### src/rtl/clk_div_pkg.sv
// Shared constants and sizing helper for the clk_div_gen clock-enable generator.
// The optional phase-restart input is enabled with CLKDIV_SYNC_EN.
package clk_div_pkg;
  localparam int CH_MAX          = 8;
  localparam int DIV_W_DEF       = 16;
  localparam int LOCK_CYCLES_DEF = 1024;

  // Width needed to count 0..v-1. Never returns less than 1.
  function automatic int clog2(input int v);
    int r;
    r = 1;
    for (int i = 1; i < 31; i++)
      if ((1 << i) < v) r = i + 1;
    return r;
  endfunction
endpackage

### src/rtl/clk_div_chan.sv
// One divider channel: shadow divisor, down-counter, registered tick and square wave.
// With CLKDIV_SYNC_EN a sync input reloads the phase and clears clk_sq.
module clk_div_chan
  import clk_div_pkg::*;
#(
  parameter int DIV_W   = DIV_W_DEF,
  parameter int DIV_RST = 68
) (
  input  logic             clkin,
  input  logic             rst_n,
  input  logic             run,
  input  logic             load,
  input  logic [DIV_W-1:0] val,
`ifdef CLKDIV_SYNC_EN
  input  logic             sync,
`endif
  output logic             tick,
  output logic             clk_sq
);
  localparam logic [DIV_W-1:0] RST_DIV    = DIV_W'(DIV_RST);
  localparam logic [DIV_W-1:0] RST_RELOAD = (DIV_RST == 0) ? '0 : DIV_W'(DIV_RST - 1);

  logic [DIV_W-1:0] shadow, cnt, nxt_shadow, reload;
  logic             restart;

`ifdef CLKDIV_SYNC_EN
  assign restart = sync;
`else
  assign restart = 1'b0;
`endif

  // A load in the same cycle as a reload is taken by that reload; 0 acts as 1.
  always_comb begin
    nxt_shadow = load ? val : shadow;
    reload     = (nxt_shadow == '0) ? '0 : nxt_shadow - 1'b1;
  end

  always_ff @(posedge clkin or negedge rst_n) begin
    if (!rst_n) begin
      shadow <= RST_DIV;
      cnt    <= RST_RELOAD;
      tick   <= 1'b0;
      clk_sq <= 1'b0;
    end else begin
      shadow <= nxt_shadow;
      if (!run || restart) begin
        cnt    <= reload;
        tick   <= 1'b0;
        clk_sq <= 1'b0;
      end else if (cnt == '0) begin
        cnt    <= reload;
        tick   <= 1'b1;
        clk_sq <= ~clk_sq;
      end else begin
        cnt    <= cnt - 1'b1;
        tick   <= 1'b0;
      end
    end
  end
endmodule

### src/rtl/clk_div_gen.sv
// Multi-channel fabric clock-enable generator with a PLL-style lock holdoff.
// Define CLKDIV_SYNC_EN to add the sync_restart phase-alignment input.
module clk_div_gen
  import clk_div_pkg::*;
#(
  parameter int CH          = 2,
  parameter int DIV_W       = DIV_W_DEF,
  parameter int DIV_RST     = 68,
  parameter int LOCK_CYCLES = LOCK_CYCLES_DEF
) (
  input  logic                clkin,
  input  logic                rst_n,
  input  logic [CH*DIV_W-1:0] div_val,
  input  logic [CH-1:0]       div_load,
  input  logic [CH-1:0]       en,
`ifdef CLKDIV_SYNC_EN
  input  logic                sync_restart,
`endif
  output logic [CH-1:0]       tick,
  output logic [CH-1:0]       clk_sq,
  output logic                lock
);
  localparam int LW = clog2(LOCK_CYCLES);

  if (CH < 1 || CH > CH_MAX) begin : g_bad_ch
    $error("clk_div_gen: CH out of range");
  end

  logic [LW-1:0]             hold_cnt;
  logic [CH-1:0][DIV_W-1:0]  div_vec;

  assign div_vec = div_val;

  // Holdoff counter stops at LOCK_CYCLES-1; lock follows one edge later.
  always_ff @(posedge clkin or negedge rst_n) begin
    if (!rst_n) begin
      hold_cnt <= '0;
      lock     <= 1'b0;
    end else if (!lock) begin
      if (hold_cnt == LW'(LOCK_CYCLES - 1)) lock <= 1'b1;
      else                                  hold_cnt <= hold_cnt + 1'b1;
    end
  end

  for (genvar i = 0; i < CH; i++) begin : g_ch
    clk_div_chan #(
      .DIV_W  (DIV_W),
      .DIV_RST(DIV_RST)
    ) u_chan (
      .clkin (clkin),
      .rst_n (rst_n),
      .run   (lock & en[i]),
      .load  (div_load[i]),
      .val   (div_vec[i]),
`ifdef CLKDIV_SYNC_EN
      .sync  (sync_restart),
`endif
      .tick  (tick[i]),
      .clk_sq(clk_sq[i])
    );
  end
endmodule

### config.mk
export PLATFORM = sky130hd
export DESIGN_NAME = clk_div_gen
export DESIGN_NICKNAME = d
export VERILOG_FILES = /design/src/rtl/clk_div_pkg.sv /design/src/rtl/clk_div_chan.sv /design/src/rtl/clk_div_gen.sv
export SDC_FILE = /design/constraint.sdc
export NUM_CORES = 1
export LEC_CHECK = 0
export CORE_MARGIN = 2
export CORE_UTILIZATION = 40
export CTS_BUF_LIST = sky130_fd_sc_hd__clkbuf_4 sky130_fd_sc_hd__clkbuf_8
export DETAILED_ROUTE_END_ITERATION = 10
export GPL_ROUTABILITY_DRIVEN = 0
export GPL_TIMING_DRIVEN = 1
export HOLD_SLACK_MARGIN = 0.02
export SLEW_MARGIN = 0
export SYNTH_ARGS = -nofsm -noshare
export SYNTH_HDL_FRONTEND = slang
export SYNTH_SLANG_ARGS = --single-unit
### constraint.sdc
create_clock -name clkin -period 3.8 [get_ports clkin]
set_input_delay 0.76 -clock clkin [delete_from_list [all_inputs] [get_ports clkin]]
set_output_delay 0.76 -clock clkin [all_outputs]
set_load 0.1 [all_outputs]
### After elaboration in Yosys (flattened, before gate mapping)

Index checks and enable logic that the tools add are counted.

* add/sub/neg operators: 5
* muxes and demuxes: 18
* bitwise logic cells: 6
* reductions and logical operators: 5
* equal/unequal tests: 3

Operators by type and width (number)
* two-way mux 16 bit: 8
* zero test 16 bit: 4
* subtractor 16 x 1 -> 16 bit, second input constant: 4
* adder 10 x 1 -> 10 bit, second input constant: 1
* equality test 10 bit, second input constant: 1
* two-way mux 1 bit: 10
* != test 2 bit, second input constant: 2
* inverter 1 bit: 4
* bitwise AND 1 bit: 2
* AND reduction 2 bit: 1

* input port bits: 38
* register bits after elaboration: 79
* output and inout bits: 5
* word-level logic and storage cells: 47

### Depth between registers and ports, before layout

* depth in word-level cells: 5
* depth in mapped cells: 12
* mapped depth without buffers: 7

### Cells and area by module

A second synthesis with hierarchy kept.

* cells, all modules: 400
* area, all modules: 4494.3 µm²

Modules (own cells, without submodules)
* clk_div_chan (g_ch[0].u_chan): area each 1986.9 µm², cells each 175, instances 1
* clk_div_chan (g_ch[1].u_chan): area each 1945.6 µm², cells each 175, instances 1
* clk_div_gen: area each 561.8 µm², cells each 50, instances 1

### Least setup slack after synthesis

No wires, ideal clock.

* path kind: input -> register
* start point: in div_load[0]
* end point: reg g_ch[0].u_chan.cnt[10]
* data arrival time: 3.097 ns
* stages: 12
* path slack: 0.575 ns
* path buffers: 5
* path through: clkbuf_1 buf_2 buf_2 buf_2 mux2_2 inv_1 ha_1 o221a_2 nand3_1 o21ai_2 buf_2 o22ai_1

* longest elaborated chain between the ends: 5
* elaborated cells on any way between the ends: 6

Ends and longest elaborated chain
* start, declared: RTL line clk_div_gen.sv:14 `input logic [CH-1:0] div_load,`
* two-way mux 16 bit (*): RTL line clk_div_chan.sv:34 `nxt_shadow = load ? val : shadow;`
* named net g_ch[0].u_chan.nxt_shadow[0]: RTL line clk_div_chan.sv:23 `logic [DIV_W-1:0] shadow, cnt, nxt_shadow, reload;`
* subtractor 16 x 1 -> 16 bit / zero test 16 bit (equally long branches): RTL line clk_div_chan.sv:35 `reload = (nxt_shadow == '0) ? '0 : nxt_shadow - 1'b1;`
* two-way mux 16 bit (*): RTL line clk_div_chan.sv:35
* two-way mux 16 bit: RTL line clk_div_chan.sv:50 `end else if (cnt == '0) begin`
* two-way mux 16 bit (*): RTL line clk_div_chan.sv:46 `if (!run || restart) begin`
* end signal, assigned: RTL line clk_div_chan.sv:47 `cnt <= reload;`
* end signal, assigned: RTL line clk_div_chan.sv:51 `cnt <= reload;`
* end signal, assigned: RTL line clk_div_chan.sv:55 `cnt <= cnt - 1'b1;`
* end, declared: RTL line clk_div_chan.sv:23

Mark *: on every way through the listed nets, which the timed path passes. The rest lies on a longest branch.
A chain may end at the register's enable or synchronous reset.

### Final worst setup path

* start point: in div_load[0]
* end point: reg g_ch[0].u_chan.cnt[8]

* longest elaborated chain between the ends: 5
* elaborated cells on any way between the ends: 6

Ends and longest elaborated chain (RTL line)
* two-way mux 16 bit (*): clk_div_chan.sv:34
* subtractor 16 x 1 -> 16 bit / zero test 16 bit (equally long branches): clk_div_chan.sv:35
* two-way mux 16 bit (*): clk_div_chan.sv:35
* two-way mux 16 bit: clk_div_chan.sv:50
* two-way mux 16 bit (*): clk_div_chan.sv:46

Mark *: on every way between the ends. The rest lies on a longest branch, timed or not.

==> metrics <==
run status=completed; io pins=43; Post-Syn Nets=472; die area=about 12,000 um^2; prevailing post-synth register cell=dfrtp_1; Crit path largest cell delay=590 ps; Post-Syn Area=4450 um^2; Fillers=between 1,000 and 1,500; fin nets=516; Synth async-reset ratio=between 90% and 100%; clock root cell=clkbuf_8; Reg2Reg Launch Point=g_ch[1].u_chan.cnt[2]$_DFF_PN0_; met2 wire len=about 4.3 mm; Yosys top cell by area=dfrtp_1; Worst Max-Slew Pin Slew=998 ps; Startpoint Class=input pin; max_slew headroom=between 30% and 40%; Final min period=slightly below 3000 ps; DP HPWL=6.68 mm; CTS tree=yes; crit path from=div_load[0]; post-synthesis area per instance=10.4 um^2; overall routing resource usage=16.2%; Distinct cells, synth=59; Max FO, Critical Path=37; Skew-Pair Late Insertion Delay=350 ps; number of synthesized flops with an enable pin=0; Hold Worst Slack=around 470 ps; met3 wire length=372 um; DR vias=3,291; fin crit share=78.5%; n_diodes=0; CTS sink count=79; PwrDens=379 nW/um^2; Buffers on Ports=42; DIE WIDTH=110 um; WL/cell=between 10 and 15 um; uppermost layer routed=met4; crit-path cells=clkdlybuf4s50_1 > buf_12 > or3b_2 > a22oi_1 > nand3_1 > o21ai_2 > o32ai_1; Tightest Hold Check Type=flip-flop to flip-flop; Post-CTS Repair Setup Buffers=0; MaxCap Viol Count=0; CP Capture Type=flip-flop; register area share after synthesis=44.7%; core area=10,800 um^2; vias in the first global route=3,208; Cell Rows=38; initial core utilization=41.1%; RSZ-0062 raised after global routing=no; Hold Fails Final Rpt=0; DRT iter0 DRCs=about 150; setup TNS=0 ps; post-route ant nets=0; FF+latch count, synth=79; router iterations before antenna repair=4; DR vias/cell=5.34; number of gates resized after cts=0; met1 WL=4.27 mm; Hold Buf Count CTS=0; Post-Route WL=9.05 mm; Setup Skew=10.8 ps; Slew Limit Fails=0; synth top area cells=dfrtp_1 39%, xnor2_1 6.1%, dfstp_2 5.9%; drc violations=0; Ys Warns=0; WS Path Type=input pin to flip-flop; largest net degree at the start of global routing=80; Clock H-tree levels=3; first-pass GRT wire length=approximately 15 mm; hold_sp=hold_cnt[6]$_DFFE_PN0P_; Mapped Cells=427; Max clock buf depth=2; worst endpoint data arrival time=3190 ps; crit path max-delay cell type=clkdlybuf4s50_1; Overflow after GRT=0; cell leakage power=2.08 nW; post-synth top area share=38.8%; CTS Buf Count=9; Area Growth Syn to Fin=17.4%; Req. time, crit path=4000 ps; Die Y=110 um; Max Clk Rate=335 MHz; Total Power=1.98 mW; CTS clk-pin slew, worst paths=80 ps; layout cells sized above 1=between 10% and 20%; antenna violations before repair=0; maximum vdd ir drop=0.000189 V; Final setup viols=0
==> synthesized netlist by cell type (all sizes together) (2+ instances only) <==
| master | number |
|---|---|
| dfrtp | 69 |
| xnor2 | 31 |
| xor2 | 26 |
| mux2 | 24 |
| nand2 | 22 |
| nor2 | 22 |
| inv | 20 |
| mux2i | 17 |
| nand3 | 17 |
| o22ai | 17 |
| nor3 | 14 |
| a21oi | 12 |
| buf | 12 |
| dfstp | 10 |
| o21ai | 10 |
| or4 | 10 |
| nor4 | 9 |
| ha | 7 |
| nand2b | 6 |
| nand4 | 6 |
| or3 | 6 |
| or3b | 6 |
| and3 | 4 |
| clkbuf | 4 |
| nor3b | 4 |
| o32ai | 4 |
| a21o | 3 |
| a31o | 3 |
| nand3b | 3 |
| or4b | 3 |
| a222oi | 2 |
| a31oi | 2 |
| and4 | 2 |
| nor2b | 2 |
| nor4b | 2 |
| o211ai | 2 |
==> registers in the layout, summed over array words and instances (netlist names) <==
signal and flops:
g_ch.u_chan.cnt 32, g_ch.u_chan.clk_sq 2, hold_cnt 10, g_ch.u_chan.tick 2
g_ch.u_chan.shadow 32, lock 1
==> through the flow <==
step                std cells  utilization (%)  instance area [um^2]  worst slack (ps)
floorplan                 427                -                  4450               575
global placement          600             46.3                  5020               480
detailed placement        600             46.3                  5020               464
CTS                       616             48.2                  5230               845
global route              616             48.2                  5230               681
finish                    616             48.2                  5230               816
==> where the power goes <==
part           internal [mW]  total, mW  switching, mW
clock network          0.354      0.654          0.301
registers              0.927      0.994         0.0672
logic                  0.168      0.331          0.163
==> cell usage in the layout, fill, tap and decap left out, types with 8 or more instances in the layout <==
cell and count:
nand2_1 22, o22ai_1 17, dfstp_2 10, xnor2_1 31, xor2_1 26, o21ai_0 9, nor2_1 22, clkdlybuf4s50_1 41
nor3_1 14, clkbuf_8 11, mux2_2 23, nor4_1 9, nand3_1 17, a21oi_1 12, or4_1 8, mux2i_1 17
dfrtp_1 69, inv_1 19
==> layout make-up <==
class	count	area (um^2)	share of cell area, %
inverters	20	75.1	1.44
flip-flops and latches	79	1990	38.0
clock inverters	3	42.5	0.814
well taps	140	175	3.35
clock buffers	13	166	3.18
repair buffers	49	483	9.24
multi-input cells	312	2300	43.9
==> critical path, delay by kind of cell <==
kind / cells / cell delay, ps
compound gates: 3 / 930
buf+inv: 2 / 810
simple gates: 2 / 670
==> layer usage <==
metal | track usage [%] | vias up
met3 | 2.73 | 13
met2 | 26.5 | 74
met4 | 5.70 | 0
met5 | 0 | -
li1 | - | 1640
met1 | 21.7 | 1564
==> kinds of logic (layout without fill, tap and decap cells) <==
family                   count (synthesis)  count (layout)  synth area share [%]
AO/OA/AOI/OAI                           66              66                  10.4
XOR/XNOR                                57              57                  11.2
adder cells (fa/ha/maj)                  7               7                  1.97
buffers and inverters                   36              85                  3.74
flip-flops                              79              79                  44.7
multiplexers                            41              41                  9.89
AND/OR/NAND/NOR                        141             141                  18.1
==> path summary, 6_finish.rpt <==
path / to / depth (start not counted) / slack (ps)
min in group asynchronous: g_ch[0].u_chan.shadow[1]$_DFF_PN0_ / 1 / 550
min reg2reg: hold_cnt[6]$_DFFE_PN0P_ / 1 / 470
max: g_ch[0].u_chan.cnt[8]$_DFF_PN0_ / 7 / 820
min: hold_cnt[6]$_DFFE_PN0P_ / 1 / 470
max in group asynchronous: g_ch[1].u_chan.cnt[3]$_DFF_PN0_ / 1 / 2590
max reg2reg: g_ch[1].u_chan.cnt[12]$_DFF_PN0_ / 6 / 1100
(Power assumes the default switching activity.)
